<file path="config.mk">
export PLATFORM = sky130hd
export DESIGN_NAME = fac8_2_seq
export DESIGN_NICKNAME = d
export VERILOG_FILES = /design/src/rtl/fac8_2_pkg.sv /design/src/rtl/fac8_2_lat_pipe.sv /design/src/rtl/fac8_2_seq.sv
export SDC_FILE = /design/constraint.sdc
export NUM_CORES = 1
export LEC_CHECK = 0
export ABC_AREA = 1
export CAP_MARGIN = 20
export CELL_PAD_IN_SITES_DETAIL_PLACEMENT = 1
export CELL_PAD_IN_SITES_GLOBAL_PLACEMENT = 2
export CORE_MARGIN = 5
export CORE_UTILIZATION = 31
export CTS_CLUSTER_DIAMETER = 100
export DETAILED_ROUTE_END_ITERATION = 7
export PLACE_DENSITY_LB_ADDON = 0.15
export SETUP_SLACK_MARGIN = 0.1
export SLEW_MARGIN = 25
export SYNTH_ARGS = -nofsm -noshare
export SYNTH_HDL_FRONTEND = slang
export SYNTH_SLANG_ARGS = --single-unit
</file>
<file path="constraint.sdc">
create_clock -name clk -period 4.8 [get_ports clk]
set_input_delay 0.96 -clock clk [delete_from_list [all_inputs] [get_ports clk]]
set_output_delay 0.96 -clock clk [all_outputs]
set_load 0.02 [all_outputs]
</file>
<file path="src/rtl/fac8_2_pkg.sv">
// Shared types and helpers for the fac8_2 twiddle-multiply control block.
// Latency: n/a (types and constants only).
// Backpressure: n/a.
package fac8_2_pkg;

   // Frame sequencer states
   typedef enum logic {
      IDLE = 1'b0,
      RUN  = 1'b1
   } state_t;

   // Per-beat tag carried alongside the multiplier latency
   typedef struct packed {
      logic valid;
      logic sof;
      logic eof;
   } tag_t;

   // Default geometry: 512-point FFT over 16 lanes
   localparam int DEF_BEATS = 512 / 16;

   // Counter width for a beat counter spanning 0..n-1 (at least one bit)
   function automatic int cnt_width(input int n);
      return (n > 1) ? $clog2(n) : 1;
   endfunction

   localparam int DEF_BEAT_CW = cnt_width(DEF_BEATS);

endpackage

</file>
<file path="src/rtl/fac8_2_lat_pipe.sv">
// Delay line matching the mul_fac8_2 pipeline depth for beat tags.
// Latency: exactly LAT cycles from tag_in to tag_out.
// Backpressure: none; shifts every cycle, reset empties all stages.
module fac8_2_lat_pipe
   import fac8_2_pkg::*;
#(
   parameter int LAT = 1
) (
   input  logic clk,
   input  logic rst,
   input  tag_t tag_in,
   output tag_t tag_out,
   output logic any_vld
);

   tag_t stage [LAT];

   // Shift tags one stage per cycle; reset drops anything in flight
   always_ff @(posedge clk or posedge rst) begin
      if (rst) begin
         for (int i = 0; i < LAT; i++) stage[i] <= '0;
      end else begin
         stage[0] <= tag_in;
         for (int i = 1; i < LAT; i++) stage[i] <= stage[i-1];
      end
   end

   assign tag_out = stage[LAT-1];

   // Any beat still travelling through the pipe keeps the block busy
   always_comb begin
      any_vld = 1'b0;
      for (int i = 0; i < LAT; i++) any_vld = any_vld | stage[i].valid;
   end

endmodule

</file>
<file path="src/rtl/fac8_2_seq.sv">
// Sequences en/addr for mul_fac8_2 and re-times frame markers to its output.
// Latency: mul_en/mul_addr combinational; out_* and frame_done MUL_LAT cycles after acceptance.
// Backpressure: none; beats without a valid frame context are dropped and flagged.
module fac8_2_seq
   import fac8_2_pkg::*;
#(
   parameter int DEPTH      = 16,
   parameter int N_POINT    = 512,
   parameter int ADDR_WIDTH = 9,
   parameter int ADDR_BASE  = 0,
   parameter int ADDR_STEP  = 16,
   parameter int MUL_LAT    = 1,
   parameter int CNT_WIDTH  = 16
) (
   input  logic                  clk,
   input  logic                  rst,
   input  logic                  in_valid,
   input  logic                  in_sof,
   output logic                  mul_en,
   output logic [ADDR_WIDTH-1:0] mul_addr,
   output logic                  out_valid,
   output logic                  out_sof,
   output logic                  out_eof,
   output logic                  frame_done,
   output logic [CNT_WIDTH-1:0]  frame_cnt,
   output logic                  err_sof,
   output logic                  err_nosof,
   output logic                  busy
);

   localparam int BEATS = N_POINT / DEPTH;
   localparam int BCW   = cnt_width(BEATS);

   localparam logic [ADDR_WIDTH-1:0] BASE = ADDR_WIDTH'(ADDR_BASE);
   localparam logic [ADDR_WIDTH-1:0] STEP = ADDR_WIDTH'(ADDR_STEP);
   localparam logic [BCW-1:0]        LAST = BCW'(BEATS - 1);

   state_t                  state, state_nxt;
   logic [BCW-1:0]          beat_cnt, beat_cnt_nxt;
   logic [ADDR_WIDTH-1:0]   addr_reg, addr_nxt;
   logic                    accept;
   logic                    err_sof_nxt, err_nosof_nxt;
   tag_t                    tag_in, tag_out;
   logic                    pipe_busy;

   // Accept/classify the incoming beat and compute the next frame position.
   // Outputs are gated by rst so nothing reaches the multiplier during reset.
   always_comb begin
      state_nxt     = state;
      beat_cnt_nxt  = beat_cnt;
      addr_nxt      = addr_reg;
      tag_in        = '0;
      accept        = ~rst & in_valid & (in_sof | (state == RUN));
      err_sof_nxt   = ~rst & in_valid & in_sof & (state == RUN) & (beat_cnt != '0);
      err_nosof_nxt = ~rst & in_valid & ~in_sof & (state == IDLE);
      if (accept) begin
         tag_in.valid = 1'b1;
         if (in_sof) begin
            // Start (or restart) a frame at beat 0
            tag_in.sof = 1'b1;
            if (BEATS == 1) begin
               tag_in.eof   = 1'b1;
               state_nxt    = IDLE;
               beat_cnt_nxt = '0;
               addr_nxt     = BASE;
            end else begin
               state_nxt    = RUN;
               beat_cnt_nxt = BCW'(1);
               addr_nxt     = BASE + STEP;
            end
         end else if (beat_cnt == LAST) begin
            // Final beat: close the frame so the next sof can follow immediately
            tag_in.eof   = 1'b1;
            state_nxt    = IDLE;
            beat_cnt_nxt = '0;
            addr_nxt     = BASE;
         end else begin
            beat_cnt_nxt = beat_cnt + BCW'(1);
            addr_nxt     = addr_reg + STEP;
         end
      end
   end

   assign mul_en   = accept;
   assign mul_addr = in_sof ? BASE : addr_reg;

   // Frame position and one-cycle error flags
   always_ff @(posedge clk or posedge rst) begin
      if (rst) begin
         state     <= IDLE;
         beat_cnt  <= '0;
         addr_reg  <= BASE;
         err_sof   <= 1'b0;
         err_nosof <= 1'b0;
      end else begin
         state     <= state_nxt;
         beat_cnt  <= beat_cnt_nxt;
         addr_reg  <= addr_nxt;
         err_sof   <= err_sof_nxt;
         err_nosof <= err_nosof_nxt;
      end
   end

   fac8_2_lat_pipe #(
      .LAT (MUL_LAT)
   ) u_lat_pipe (
      .clk     (clk),
      .rst     (rst),
      .tag_in  (tag_in),
      .tag_out (tag_out),
      .any_vld (pipe_busy)
   );

   assign out_valid  = tag_out.valid;
   assign out_sof    = tag_out.sof;
   assign out_eof    = tag_out.eof;
   assign frame_done = tag_out.valid & tag_out.eof;
   assign busy       = (state == RUN) | pipe_busy;

   // Completed-frame counter, wraps naturally
   always_ff @(posedge clk or posedge rst) begin
      if (rst) frame_cnt <= '0;
      else if (frame_done) frame_cnt <= frame_cnt + CNT_WIDTH'(1);
   end

endmodule

</file>
==> results <==
- The final-report max-slew violation count was 0.
- The library cell with the largest summed area after synthesis is dfrtp_1.
- Counting the buffers created by CTS gives 5.
- The cell type with the highest occurrence count on the critical path is clkdlybuf4s50_1.
- The number of hold violations in the final report is 0.
- The largest vdd supply drop is about 0.15 mV.
- The area occupied by registers is around 800 um2.
- The via count of the first global-routing pass is 1462.
- In the final timing run, aggregate negative setup slack is 0 ns.
- The reg-to-reg startpoint is beat_cnt[0]$_DFFE_PP0P_.
- For this configuration, the core starts out at a cell density of between 30% and 40%.
- Counting instances, the worst hold path has a depth of 2.
- The first global-routing pass estimated 6600 um of wire.
- The register with the most flip-flops in the layout has 16 of them.
- The number of inserted filler cells in the final layout is approximately 630.
- The initial detailed-routing violation count is 41.
- For this run, asynchronously set or reset flops after synthesis account for between 90% and 100%.
- The synthesized area per cell is around 8.3 um2.
- The number of antenna violations at the first check in global routing is 0.
- The hold-critical path endpoint is frame_cnt[15]$_DFFE_PP0P_.
- The core region is roughly 0.005 mm2.
- TritonCTS built the clock tree.
- The pre-CTS setup slack is just under 0.9 ns.
- Of the cells placed in the final design, the portion with a size suffix greater than 1 is ~6.9%.
- Setup repair after global routing left no endpoint under its margin.
- In the routed design, unresolved DRC markers number 0.
- The total overflow left after global routing is 0.
- The HPWL after detailed placement is 3010 um.
- The data required time of the critical path is ~3.8 ns.
- The final worst-path cycle share is around four fifths.
- The maximum root-to-sink buffer count is 2.
- In this run the horizontal extent of the chip is approximately 82 um.
- The critical path is of the primary input to output port type.
- The worst register-to-register path ends at addr_reg[6]$_DFFE_PP0P_.
- The depth of the most critical reg-to-reg path is 9.
- Entering global routing, the biggest net connects 33 pins.
- The first element of the critical path is in_sof.
- In this run the post-CTS setup repair buffer count came out at 0.
- In this run, synthesis inferred 0 flip-flops with an integrated enable.
- The analysis attributes to cell leakage a power of 1.02 nW.
- On the final layout, the worst clock skew is 0.00817 ns.
- After synthesis, flip-flops and latches occupy 49.8% of the total area.
- Across the run, the number of max-cap violations was 0.
- The final net count is 239.
- The cell area after technology mapping is 0.00161 mm2.
- Synthesis produced 193 cells.
- Input and output buffers added on the ports amount to 32.
- The number of ports placed on the die boundary is 37.
- Relative to the synthesized area, the layout overhead comes to 29.0%.
- The tree is rooted in a clkbuf_8.
- The post-route minimum period is between 3 and 4 ns.
- The worst setup path is captured at an output port.
- Across all register-to-register paths, the minimum setup slack is 3.29 ns.
- For this run, the top clock speed supported by timing is 254 MHz.
- The CTS clock-pin slew for the worst setup and hold paths is 0.07 ns.
- For this run, the detailed router's first-pass iteration total came to 4.
- The most used flip-flop cell after synthesis is dfrtp_1.
- The sum of routed wire length over all layers is ~4000 um.
- The start point of the worst hold path is frame_cnt[15]$_DFFE_PP0P_.
- Across every metal layer, demand over resource in global routing totals 13.0%.
- The delay contributed by the slowest stage of the critical path is approximately 0.75 ns.
- The quantity of hold-fixing buffers added after cts is 0.
- Summing over every cut layer, the via total after detailed routing is 1350.
- In this run the number of H-tree levels came out at 2.
- The number of antenna diodes in the final layout is 0.
- Data arrives at the worst endpoint at 2.97 ns.
- After detailed routing, the average wire length per cell comes to 13.0 um.
- The final critical-path setup slack is 0.869 ns.
- The floorplan die area is 0.00673 mm2.
- The maximum fanout along the worst path is 20.
- The worst hold path belongs to the class register to register.
- The count of different cell masters after synthesis is 24.
- Cells fill 40.9% of the core in the end.
- The number of cells upsized or downsized after cts is 0.
- The detail route stage leaves a number of antenna-violating nets equal to 0.
- The die height is 82.0 um.
- The Yosys step of the flow raised 0 warnings.
- Setup violations remaining at the end of the flow were counted as 0.
- Clock latency on the worst-skew pair, taken at its later pin, is 0.28 ns.
- The detail-routed via count per cell is 4.49.
- Dividing total power by cell area gives a power density of 312 mW/mm2.
- The critical path launch point type is a primary input.
- Walking the worst path, the cells encountered are clkdlybuf4s50_1, inv_4, a21oi_4, clkdlybuf4s50_1.
- The synthesized design contains 32 register bits.
- The run finished with clean final reports.
- The routability-driven placement congestion ratio is around 0.74.
- The top cell type by area accounts for approximately 50% of the synthesized area.
- Sorting the synthesized cells by area gives the leading types as dfrtp_1 (50%), nand2_1 (11%), inv_1 (6.8%).
- The clock sink count is 32.
- The row count is 26.
- Summing all multi-input logic gate instances after layout gives about 650 um2.
- The slowest library cell on the worst path is clkdlybuf4s50_1.
[cells in the mapped netlist, types with 3 or more instances]
cell type  count
nand2_1       47
dfrtp_1       32
inv_1         29
nor2_1        26
nand3_1       10
nor3_1         6
xor2_1         6
ha_1           5
o21ai_0        5
xnor2_1        5
buf_4          4
nand4_1        3
[critical path, delay by kind of cell]
family | cells | cell delay (ns)
buffers and inverters | 3 | 1.55
AOI/OAI and AO/OA | 1 | 0.45
[kinds of logic after synthesis]
group | Yosys count | synth area share (%)
and+or+nand+nor | 96 | 24.7
buffers and inverters | 36 | 10.4
DFF | 32 | 49.8
AOI/OAI and AO/OA | 12 | 4.98
xor gates and xnor gates | 11 | 5.99
adders and majority gates | 5 | 3.89
other | 1 | 0.233
[final cells by class]
cell class | count | area share, %
flip-flops and latches | 32 | 38.6
multi-input cells | 128 | 31.4
repair buffers | 33 | 15.8
inverters | 30 | 5.55
well taps | 70 | 4.22
clock buffers | 6 | 3.98
clock inverters | 2 | 0.482
[power breakdown]
part	leakage (nW)	switching, mW	internal (mW)
clock network	0.0510	0.101	0.114
registers	0.433	0.0169	0.295
logic	0.532	0.0751	0.0442
total	1.02	0.193	0.454
[how the worst max path moves through the flow]
stage	end	cells after the start	slack, ns
after floorplan	mul_en	4	1.47
after global placement	mul_en	4	0.90
after detailed placement	mul_en	4	0.88
after CTS	mul_en	4	0.87
after global routing	mul_en	4	0.77
final	mul_en	4	0.87
[cell usage in the layout (no fill, tap or decap), drive strengths merged, types with 5 or more instances in the layout]
| cell | netlist | routed |
|---|---|---|
| clkbuf | 0 | 6 |
| clkdlybuf4s50 | 0 | 32 |
| dfrtp | 32 | 32 |
| ha | 5 | 5 |
| inv | 30 | 30 |
| nand2 | 48 | 48 |
| nand3 | 10 | 10 |
| nor2 | 28 | 28 |
| nor3 | 6 | 6 |
| o21ai | 7 | 7 |
| xnor2 | 5 | 5 |
| xor2 | 6 | 6 |
[routing by layer]
metal  GRT usage [%]  up-vias  share of wire [%]
li1                -      656                  -
met2            24.7       23                 53
met4            3.99        0               0.97
met3            3.95        5                3.9
met5               0        -                  0
met1            13.4      666                 42
[metrics by stage]
stage	hold slack, ns	power, mW	area [um2]	instances
after CTS	0.514	0.660	2080	301
after global placement	0.476	0.433	1980	293
after detailed placement	0.495	0.439	1980	293
after floorplan	0.469	0.398	1620	196
after global routing	0.538	0.689	2080	301
final	0.506	0.647	2080	301
No activity file was read; power rests on OpenSTA's default activity.
==> RTL change (config.mk and constraints unchanged) <==
Change the parameter `CNT_WIDTH` from 16 to 12.
--- a/src/rtl/fac8_2_seq.sv
+++ b/src/rtl/fac8_2_seq.sv
@@ -11,5 +11,5 @@
    parameter int ADDR_STEP  = 16,
    parameter int MUL_LAT    = 1,
-   parameter int CNT_WIDTH  = 16
+   parameter int CNT_WIDTH  = 12
 ) (
    input  logic                  clk,
Interface: changed (resized frame_cnt); port bits go from 37 to 33. The function was not compared with the original's and may differ.
==> RTL change against the original RTL <==
- total power shrank 12%
- hold slack improved by 0.014 ns
- register-to-register slack got worse by 0.09 ns
- core utilization about the same
- sequential cell count is 4 lower
- first-iteration DRC count decreased by 12%
- maximum frequency grew 7.8%
- setup slack better by 0.28 ns
- area after synthesis decreased by 9.9%
- clock skew down 0.0071 ns
- count of clock-buffer cells in the layout is 2 lower
- highest routed layer unchanged
- wire length decreased by 17%
- final area decreased by 12%
==> RTL change: results (changes against the original RTL) <==
{
  "gpl.final_weighted_congestion": {"value": 0.740, "change": "was 0.743"},
  "vias": {"value": 1156, "change": "was 1350"},
  "io_buffer_count": {"value": 28, "change": "was 32"},
  "nNetsFinal": {"value": 216, "change": "was 239"},
  "yosysUniqueCellTypes": {"value": 21, "change": "was 24"},
  "detailedPlacementHpwl": {"value": 2640, "unit": "um", "change": "was 3010 um"},
  "maxSlewViolCount": {"value": 0, "change": "unchanged"},
  "vdd_ir_drop_max": {"value": 0.000139, "unit": "V", "change": "was 0.000146 V"},
  "via_count_of_the_first_global_routing_pass": {"value": 1269, "change": "was 1462"},
  "adder_and_majority_gate_portion_of_the_synthesized_area": {"value": 4.31, "unit": "%", "change": "was 3.89%"},
  "synth_compound_gate_area_share": {"value": 3.88, "unit": "%", "change": "was 4.98%"},
  "p_leak": {"value": 0.894, "unit": "nW", "change": "was 1.02 nW"},
  "largest_net_degree_at_the_start_of_global_routing": {"value": 29, "change": "was 33"},
  "wire_length_of_the_first_global_routing_pass": {"value": 5890, "unit": "um", "change": "was 6600 um"},
  "cts_max_level": {"value": 1, "change": "was 2"},
  "worstPathArrival": {"value": 2.69, "unit": "ns", "change": "was 2.97 ns"},
  "fillerInstances": {"value": 549, "change": "was 628"},
  "number_of_flip_flops_in_the_largest_register": {"value": 12, "change": "was 16"},
  "cts_buffers": {"value": 3, "change": "was 5"},
  "clkSlewWorstSetupHoldPaths": {"value": 0.09, "unit": "ns", "change": "was 0.07 ns"},
  "slowest_stage": {"value": "clkdlybuf4s50_1", "change": "unchanged"},
  "synth-seq-area-share": {"value": 48.3, "unit": "%", "change": "was 49.8%"},
  "first_iter_violations": {"value": 36, "change": "was 41"},
  "run_status": {"value": "complete, no violations", "change": "unchanged"},
  "final_layout_size_suffix_gt1_share": {"value": 8.74, "unit": "%", "change": "was 6.93%"},
  "insertion_delay_ns": 0.27,
  "fin_skew": {"value": 0.00107, "unit": "ns", "change": "was 0.00817 ns"},
  "post_synth_xor_area_fraction": {"value": 4.23, "unit": "%", "change": "was 5.99%"},
  "post_synth_most_frequent_cells": {"value": "40 x nand2_1, 28 x dfrtp_1, 27 x inv_1, 25 x nor2_1, 11 x nand3_1", "change": "was 47 x nand2_1, 32 x dfrtp_1, 29 x inv_1, 26 x nor2_1, 10 x nand3_1"},
  "worst_path_largest_cell_delay": {"value": 0.68, "unit": "ns", "change": "was 0.75 ns"},
  "cts_resized": {"value": 0, "change": "unchanged"},
  "power_report.internal_total": {"value": 0.000392, "unit": "W", "change": "was 0.000454 W"},
  "worst-path-max-fanout": {"value": 13, "change": "was 20"},
  "post_drt_wl_per_cell": {"value": 12.7, "unit": "um", "change": "was 13.0 um"},
  "groute.usage.overall": {"value": 11.9, "unit": "%", "change": "was 13.0%"}
}
## RTL change: changes by cell type after synthesis, moves of 3 or more
cell and change:
dfrtp_1 -4, nand2_1 -7, nand2_2 +4, nor2_4 +3
nor3_1 -6, xor2_1 -3
## RTL change: critical path, delay by kind of cell
| kind | cells | cell delay (ns) |
|---|---|---|
| and+or+nand+nor | 2 | 0.36 |
| buffers and inverters | 2 | 1.35 |
## RTL change: power groups by stage
stage	registers, W	logic, W	clock network, W
3_3_place_gp	0.000298	0.000126	0
6_report	0.000295	0.000131	0.000146
3_5_place_dp	0.000300	0.000134	0
4_1_cts	0.000296	0.000135	0.000154
2_1_floorplan	0.000294	0.0000903	0
5_1_grt	0.000301	0.000152	0.000166
## RTL change: cell families after synthesis
| family | Yosys count |
|---|---|
| other | 1 |
| AND/OR/NAND/NOR | 91 |
| flip-flops | 28 |
| buffers and inverters | 34 |
| adder cells (fa/ha/maj) | 5 |
| XOR/XNOR | 7 |
| AO/OA/AOI/OAI | 10 |
## RTL change: metrics by stage
stage | cell area, um2 | utilization, % | instances | setup WS (ns) | hold WS (ns)
floorplan | 1460 | - | 179 | 1.70 | 0.481
CTS | 1820 | 40.9 | 258 | 1.14 | 0.527
global route | 1820 | 40.9 | 258 | 1.05 | 0.548
finish | 1820 | 40.9 | 258 | 1.15 | 0.520
global placement | 1760 | 39.6 | 254 | 1.15 | 0.502
detailed placement | 1760 | 39.6 | 254 | 1.15 | 0.512
## RTL change: path summary, 6_finish.rpt
kind	endpoint	slack [ns]	start	cells after the start
max reg2reg	addr_reg[6]$_DFFE_PP0P_	3.20	beat_cnt[0]$_DFFE_PP0P_	7
max in group asynchronous	frame_cnt[8]$_DFFE_PP0P_	3.42	rst	3
min in group asynchronous	addr_reg[6]$_DFFE_PP0P_	1.10	rst	3
max	mul_en	1.15	in_sof	4
min	frame_cnt[2]$_DFFE_PP0P_	0.52	frame_cnt[2]$_DFFE_PP0P_	1
min reg2reg	frame_cnt[2]$_DFFE_PP0P_	0.52	frame_cnt[2]$_DFFE_PP0P_	1
## RTL change: layer usage
layer | GRT usage (%) | vias up | part of all wire [%]
met5 | 0 | - | 0
met2 | 21.7 | 19 | 51
met1 | 14.3 | 549 | 44
li1 | - | 586 | -
met3 | 2.29 | 2 | 3.5
met4 | 3.67 | 0 | 0.55
## RTL change: cell type report
| type | count | area, um2 | area share (%) |
|---|---|---|---|
| well taps | 52 | 65.1 | 3.58 |
| clock buffers | 4 | 55.1 | 3.03 |
| inverters | 28 | 105 | 5.79 |
| repair buffers | 29 | 288 | 15.8 |
| multi-input cells | 117 | 603 | 33.2 |
| flip-flops and latches | 28 | 701 | 38.6 |
